--- config.mk ---
export PLATFORM = sky130hd
export DESIGN_NAME = branch_predictor_gshare_spec
export DESIGN_NICKNAME = d
export VERILOG_FILES = /design/src/rtl/branch_predictor_gshare_spec.sv
export SDC_FILE = /design/constraint.sdc
export NUM_CORES = 2
export LEC_CHECK = 0
export CAP_MARGIN = 20
export CORE_ASPECT_RATIO = 0.9
export CORE_MARGIN = 8
export CORE_UTILIZATION = 68
export DETAILED_ROUTE_END_ITERATION = 12
export PLACE_DENSITY_LB_ADDON = 0.15
export SYNTH_ARGS = -nofsm -noshare
export SYNTH_HDL_FRONTEND = slang
export SYNTH_SLANG_ARGS = --single-unit
--- constraint.sdc ---
create_clock -name clk -period 102 [get_ports clk]
set_clock_uncertainty 0.05 [all_clocks]
set_input_delay 15.3 -clock clk [delete_from_list [all_inputs] [get_ports clk]]
set_output_delay 15.3 -clock clk [all_outputs]
set_load 0.02 [all_outputs]
--- src/rtl/branch_predictor_gshare_spec.sv ---
// gshare direction predictor: speculative global history, history repair on mispredict
// and a reset-time sweep that loads INIT_COUNTER into every pattern-history entry.
package branch_predictor_gshare_spec_pkg;
    typedef enum logic {NOT_TAKEN = 1'b0, TAKEN = 1'b1} branch_outcome_e;
endpackage

// state | meaning
// INIT  | sweeping INIT_COUNTER into the PHT; requests/feedback ignored, o_ready low
// RUN   | predicting from PHT/GHR, training on feedback, repairing GHR on mispredict
module branch_predictor_gshare_spec
    import branch_predictor_gshare_spec_pkg::*;
#(
    parameter int ADDR_WIDTH = 32,
    parameter int INDEX_WIDTH = 10,
    parameter int HIST_WIDTH = 8,
    parameter int COUNTER_WIDTH = 2,
    parameter logic [COUNTER_WIDTH-1:0] INIT_COUNTER = 2'b10
) (
    input  logic                  clk,
    input  logic                  rst,
    output logic                  o_ready,
    input  logic                  i_req_valid,
    input  logic [ADDR_WIDTH-1:0] i_req_pc,
    output branch_outcome_e       o_req_prediction,
    output logic [HIST_WIDTH-1:0] o_req_ghr,
    input  logic                  i_fb_valid,
    input  logic [ADDR_WIDTH-1:0] i_fb_pc,
    input  logic [HIST_WIDTH-1:0] i_fb_ghr,
    input  branch_outcome_e       i_fb_prediction,
    input  branch_outcome_e       i_fb_outcome
);

    localparam int ENTRIES = 2 ** INDEX_WIDTH;

    typedef enum logic {INIT, RUN} state_e;

    state_e                   state, state_next;
    logic [INDEX_WIDTH-1:0]   sweep_ptr;
    logic [HIST_WIDTH-1:0]    ghr, ghr_next;
    logic [COUNTER_WIDTH-1:0] pht [ENTRIES];

    logic [INDEX_WIDTH-1:0]   req_idx, fb_idx, pht_waddr;
    logic [COUNTER_WIDTH-1:0] fb_count, pht_wdata;
    logic                     pht_we, mispredict, req_taken;
    logic                     unused_pc_bits;

    // Shift a new outcome into the history; the cast keeps it valid for HIST_WIDTH==1.
    function automatic logic [HIST_WIDTH-1:0] shift_in(input logic [HIST_WIDTH-1:0] hist,
                                                       input logic bit_in);
        return HIST_WIDTH'({hist, bit_in});
    endfunction

    assign req_idx    = i_req_pc[INDEX_WIDTH+1:2] ^ INDEX_WIDTH'(ghr);
    assign fb_idx     = i_fb_pc[INDEX_WIDTH+1:2] ^ INDEX_WIDTH'(i_fb_ghr);
    assign fb_count   = pht[fb_idx];
    assign req_taken  = pht[req_idx][COUNTER_WIDTH-1];
    assign mispredict = (i_fb_prediction != i_fb_outcome);
    assign o_req_ghr  = ghr;

    // PC bits outside the word-aligned index field do not take part in prediction.
    assign unused_pc_bits = ^{i_req_pc[ADDR_WIDTH-1:INDEX_WIDTH+2], i_req_pc[1:0],
                              i_fb_pc[ADDR_WIDTH-1:INDEX_WIDTH+2], i_fb_pc[1:0]};

    always_ff @(posedge clk or posedge rst) begin
        if (rst) begin
            state     <= INIT;
            sweep_ptr <= '0;
            ghr       <= '0;
        end else begin
            state <= state_next;
            ghr   <= ghr_next;
            if (state == INIT) begin
                sweep_ptr <= sweep_ptr + INDEX_WIDTH'(1);
            end
        end
    end

    always_comb begin
        state_next       = state;
        ghr_next         = ghr;
        pht_we           = 1'b0;
        pht_waddr        = sweep_ptr;
        pht_wdata        = INIT_COUNTER;
        o_ready          = 1'b0;
        o_req_prediction = NOT_TAKEN;
        case (state)
            INIT: begin
                pht_we = 1'b1;
                if (sweep_ptr == '1) begin
                    state_next = RUN;
                end
            end
            RUN: begin
                o_ready          = 1'b1;
                o_req_prediction = req_taken ? TAKEN : NOT_TAKEN;
                if (i_fb_valid) begin
                    pht_we    = 1'b1;
                    pht_waddr = fb_idx;
                    if (i_fb_outcome == TAKEN) begin
                        pht_wdata = (fb_count == '1) ? fb_count : fb_count + COUNTER_WIDTH'(1);
                    end else begin
                        pht_wdata = (fb_count == '0) ? fb_count : fb_count - COUNTER_WIDTH'(1);
                    end
                end
                // Repair wins: the younger request is squashed upstream.
                if (i_fb_valid && mispredict) begin
                    ghr_next = shift_in(i_fb_ghr, i_fb_outcome == TAKEN);
                end else if (i_req_valid) begin
                    ghr_next = shift_in(ghr, req_taken);
                end
            end
            default: state_next = INIT;
        endcase
    end

    // Single write port, combinational read: same-cycle readers see the old value.
    always_ff @(posedge clk) begin
        if (pht_we) begin
            pht[pht_waddr] <= pht_wdata;
        end
    end

endmodule

Word level (Yosys, flattened, before mapping)
Memories as Yosys holds them, arrays and structs flattened.
Index checks and enable logic that the tools add are counted.
- bitwise operators: 3
- equal/unequal tests: 3
- add/subtract/negate cells: 3
- reductions and logical operators: 4
- multiplexer cells: 18
- operators by type and width (operator ; count):
    10-bit 2-to-1 mux ; 2
    10-bit by 8-bit XOR with 10-bit output ; 2
    8-bit 2-to-1 mux ; 2
    10-bit by 1-bit adder with 10-bit output (second input constant) ; 1
    10-bit == test (second input constant) ; 1
    2-bit 2-to-1 mux ; 5
    1-bit 2-to-1 mux ; 8
    2-bit by 1-bit adder with 2-bit output (second input constant) ; 1
    2-bit == test (second input constant) ; 1
    2-bit zero test ; 1
    1-bit one-hot mux with 2 select lines ; 1
    2-bit AND reduction ; 1
    2-bit nonzero test ; 1
    2-bit by 1-bit subtractor with 2-bit output (second input constant) ; 1
    1-bit logical AND ; 1
    1-bit != test ; 1
    1-bit NOT ; 1
- output and inout bits: 10
- input port bits: 78
- memories kept: 1
- bits in writable memories: 2048
- word-level logic and storage cells: 35
- register bits: 19
- memories (memory ; depth ; width ; rd ports ; clocked after memory_dff ; wr ports ; line ; text):
    pht ; 1024 ; 2 ; 2 ; 0 ; 1 ; 40 ; logic [COUNTER_WIDTH-1:0] pht [ENTRIES];

Depth between registers and ports, before layout
An unclocked memory read counts as a cell.
- depth after elaboration: 7
- depth in mapped cells: 16
- mapped depth without buffers: 11

Worst setup path after synthesis
OpenSTA, ideal clock, no wires.
- path kind: input -> register
- start: input i_fb_pc[2]
- end: memory pht[0][0] (data pin)
- path slack: 51.041 ns
- stages: 13
- data required time: 96.278 ns
- library setup time: 5.672 ns
- buffers on the path: 4
- data arrival time: 45.237 ns
- path through: xnor2_2 > buf_6 > buf_8 > buf_6 > buf_2 > mux4_2 > a22oi_1 > a41oi_1 > o311ai_0 > o311ai_1 > clkinv_1 > nand2_1 > a21oi_1
- longest elaborated chain between the ends: 7
- elaborated cells between the ends (all ways): 11
- classes of those cells: add/sub (2); eq/ne (1); mux (5); bitwise (1); reduce/logical (1); memory (1)
- RTL lines (what ; line ; text):
    from (decl) ; 27 ; input logic [ADDR_WIDTH-1:0] i_fb_pc,
    10-bit by 8-bit XOR with 10-bit output (*) ; 54 ; assign fb_idx = i_fb_pc[INDEX_WIDTH+1:2] ^ INDEX_WIDTH'(i_fb_ghr);
    memory 1024 x 2 bit (*) ; -- ;
    2-bit by 1-bit subtractor with 2-bit output, or another cell as far along ; 102 ; pht_wdata = (fb_count == '0) ? fb_count : fb_count - COUNTER_WIDTH'(1);
    2-bit 2-to-1 mux, on equally long branches ; 102, 100 ;
    2-bit 2-to-1 mux (*) ; 99 ; if (i_fb_outcome == TAKEN) begin
    2-bit 2-to-1 mux (*) ; 96 ; if (i_fb_valid) begin
    2-bit 2-to-1 mux (*) ; 86 ; case (state)
    named net pht_wdata[0] ; 43 ; logic [COUNTER_WIDTH-1:0] fb_count, pht_wdata;
    to (decl) ; 40 ;
The timed path passes the listed nets; every way through them passes the cells marked *.

Worst setup path in the final report
- start: input i_req_pc[2]
- end: output o_req_prediction
- longest elaborated chain between the ends: 4
- RTL lines (what ; line ; text):
    from (decl) ; 23 ; input logic [ADDR_WIDTH-1:0] i_req_pc,
    10-bit by 8-bit XOR with 10-bit output ; 53 ; assign req_idx = i_req_pc[INDEX_WIDTH+1:2] ^ INDEX_WIDTH'(ghr);
    memory 1024 x 2 bit ; -- ;
    1-bit 2-to-1 mux ; 95 ; o_req_prediction = req_taken ? TAKEN : NOT_TAKEN;
    1-bit 2-to-1 mux ; 86 ;
    to (decl) ; 24 ; output branch_outcome_e o_req_prediction,
Every way passes these cells.

==> metrics.log <==
INFO  metric run_status = finished, violations left
INFO  metric failed_checks = max-slew violations
INFO  metric async_reset_ff_frac = 0.00919
INFO  metric grt_usage = 0.392
INFO  metric cp_max_fo = 89
INFO  metric clk-insertion-delay-late = 850 ps
INFO  metric detailed_place_hpwl = 163000 µm
INFO  metric met3_wirelength = 54300 µm
INFO  metric starting_utilization_of_the_core_area = 0.683
INFO  metric wire_length_on_met1 = 94500 µm
INFO  metric route.detailed.wl_per_inst = 38.9 µm
INFO  metric htree_num_levels = 4
INFO  metric synthSimpleGateAreaFrac = 0.0660
INFO  metric setup-tns-final = 0 ps
INFO  metric grt_max_degree = 298
INFO  metric worst_slew_margin_rel = -0.421
INFO  metric top_area_cells_in_the_synthesized_netlist = sky130_fd_sc_hd__edfxtp_1 (67%), sky130_fd_sc_hd__mux4_2 (15%), sky130_fd_sc_hd__nor2_1 (4.4%)
INFO  metric grt_first_pass_wirelength = 407000 µm
INFO  metric register_area = 62000 µm²
INFO  metric path_delay_family = buffers and inverters
INFO  metric path_depth = 14
INFO  metric cts.reportedPaths.clkPinSlew = 60 ps
INFO  metric vdd_drop_max = 16.7 µV
INFO  metric area_delta_synth_final = 10.2%
INFO  metric worst_slack = 64380 ps
INFO  metric largest_family_of_logic_cells_by_synthesized_area = multiplexers
INFO  metric worst-endpoint-arrival = 22270 ps
INFO  metric die_height = 365 µm
INFO  metric drcViolationCount = 0
INFO  metric place.port_buffers = 43
INFO  metric worst-setup-path-type = in2out
INFO  metric rsz_0062_raised_after_global_routing = false
INFO  metric floorplan.core_area = 135000 µm²
INFO  metric fin_worst_hold_slack = 460 ps
INFO  metric fill_cells = 7678
INFO  metric vias = 58700
INFO  metric die_width = 404 µm
INFO  metric finish.utilization = 0.753
INFO  metric critical_path.startpoint_type = input pin
INFO  metric number_of_synthesized_flops_with_an_enable_pin = 2048
INFO  metric setup.worst_path.start = i_req_pc[2]
INFO  metric iteration_0_drc_count_of_the_detailed_router = 11700
INFO  metric top_signal_layer_used = met5
INFO  metric synth.yosys.seq_area_share = 0.672
INFO  metric post-cts-setup-buffer-count = 0
INFO  metric hold_depth = 1
INFO  metric postCtsResizedCells = 0
INFO  metric path_buf_inv = 6
INFO  metric numCtsBuffers = 196
INFO  metric synth_area_per_cell = 16.7 µm²
INFO  metric crit_required = 86650 ps
INFO  metric first_pass_iters = 7
INFO  metric route.detailed.vias_per_inst = 7.83
INFO  metric rows = 128
INFO  metric synth_mux_area_frac = 0.193
INFO  metric routabilityCongestion = 0.917
INFO  metric timing.reg2reg.worst_path_depth = 14
INFO  metric synth_cell_types = 74
INFO  metric fin_total_pwr = 1.76 mW
INFO  metric synth_top_cell_by_area = sky130_fd_sc_hd__edfxtp_1
INFO  metric clock_tree.root_cell = sky130_fd_sc_hd__clkbuf_16
INFO  metric postRouteWirelength = 292000 µm
INFO  metric final_common_cell = sky130_fd_sc_hd__edfxtp_1
INFO  metric clockBufferDepth = 3
INFO  metric number_of_global_route_vias_before_repair = 56200
INFO  metric pre_cts_ws = 64580 ps
INFO  metric area_share_of_xor_xnor_cells_in_the_synthesized_design = 0.00396
INFO  metric final_net_count = 5557
INFO  metric synth_top_flop_cell = sky130_fd_sc_hd__edfxtp_1
INFO  metric tritoncts_num_sinks = 2067
INFO  metric worst_pin_slew = 2130 ps
INFO  metric final-setup-viol-count = 0
INFO  metric area_share_of_the_leading_cell_type_in_the_synthesized_netlist = 0.667
INFO  metric maxClockFrequency = 26.6 MHz
INFO  metric number_of_register_bits_inferred_by_synthesis = 2067
INFO  metric ys.warnings.count = 0
INFO  metric cp_slowest_stage_delay = 740 ps
INFO  metric min_period = 37620 ps
INFO  metric compound_gate_portion_of_the_synthesized_area = 0.0398
INFO  metric power.density_cell_area = 17.3 nW/µm²
INFO  metric layout_common_cells = sky130_fd_sc_hd__edfxtp_1 (2048), sky130_fd_sc_hd__nor2_1 (1078), sky130_fd_sc_hd__mux4_2 (617)
INFO  metric clock_tree_from_tritoncts = yes
INFO  metric post_route_cells_drive_above_1_share = 0.207
INFO  metric crit_path_cell_trace = clkdlybuf4s50_1 > xor2_4 > buf_12 > buf_12 > buf_4 > buf_4 > mux4_2 > a22oi_1 > nand4_1 > o21ai_0 > nand3_1 > o21a_1 > and3_1 > clkdlybuf4s50_1
INFO  metric timing.rr.start = pht[799][0]
INFO  metric cts.hold.buffers_added = 0
INFO  metric layout_worst_path_cycle_share = 0.369
INFO  metric met2_length = 126000 µm
INFO  metric hold_path_class = reg2reg
INFO  metric multi_input_comb_area = 28400 µm²
INFO  metric hold_path_startpoint = sweep_ptr[7]
INFO  metric pin_count = 88
INFO  metric drv_slew = 205
INFO  metric max_cap_violations = 0
INFO  metric grt_overflow_total = 0
INFO  metric syn_inst = 5518
INFO  metric endpoint_kind = output port
INFO  metric post_synthesis_share_of_cell_area_spent_on_full_adders_half_adders_and_majority_gates = 0.000136
INFO  metric mappedNetlistArea = 92200 µm²
INFO  metric ant_nets = 0
INFO  metric fp.dieArea = 148000 µm²
INFO  metric p_leak = 31.3 nW
INFO  metric synth.net_count = 5597
INFO  metric initial_antenna_violation_count = 20
INFO  metric final-hold-violation-count = 0
INFO  metric critPathSlowestCell = sky130_fd_sc_hd__buf_4
where the power goes:
part	internal (mW)	switching, mW
Combinational	0.0317	0.0719
Sequential	0.919	0
Clock	0.419	0.319
cells by family after synthesis:
family | Yosys count
xor+xnor | 40
mux | 901
buf+inv | 468
simple gates | 1521
compound gates | 520
fa+ha+maj | 1
flops | 2067
cell type report:
class | instances | area share
inverters | 8 | 0.000296
well taps | 1820 | 0.0224
repair buffers | 222 | 0.0235
flip-flops and latches | 2067 | 0.610
clock inverters | 121 | 0.0120
multi-input cells | 2983 | 0.280
diodes | 43 | 0.00106
clock buffers | 243 | 0.0511
synthesized netlist by cell type, types with 54 or more instances:
| library cell | number |
|---|---|
| sky130_fd_sc_hd__a22oi_1 | 214 |
| sky130_fd_sc_hd__buf_2 | 86 |
| sky130_fd_sc_hd__clkbuf_1 | 284 |
| sky130_fd_sc_hd__edfxtp_1 | 2048 |
| sky130_fd_sc_hd__mux2i_1 | 216 |
| sky130_fd_sc_hd__mux4_1 | 64 |
| sky130_fd_sc_hd__mux4_2 | 617 |
| sky130_fd_sc_hd__nand2_1 | 263 |
| sky130_fd_sc_hd__nand3_1 | 54 |
| sky130_fd_sc_hd__nor2_1 | 1090 |
| sky130_fd_sc_hd__o21ai_0 | 68 |
| sky130_fd_sc_hd__o22ai_1 | 69 |
metal layers:
layer / vias up / track usage
li1: 22100 / -
met5: - / 0
met3: 1174 / 0.171
met2: 6191 / 0.553
met4: 12 / 0.198
met1: 29300 / 0.528
final timing paths:
| kind | endpoint | slack (ps) |
|---|---|---|
| max | o_req_prediction | 64380 |
| min | sweep_ptr[7] | 460 |
| max reg2reg | pht[284][0] | 94330 |
| min reg2reg | sweep_ptr[7] | 460 |
| max in group asynchronous | state | 86380 |
| min in group asynchronous | o_req_ghr[7] | 14930 |
flip-flops by register name, summed over array words and instances (netlist names):
signal     cells
pht         2048
sweep_ptr     10
o_req_ghr      8
state          1
through the flow:
step	cells	instance area, µm²
after floorplan	5518	92200
after global placement	7074	94500
after detailed placement	7077	94500
after CTS	7441	101000
after global routing	7466	102000
final	7507	102000
Power figures use the tool's default switching activity.
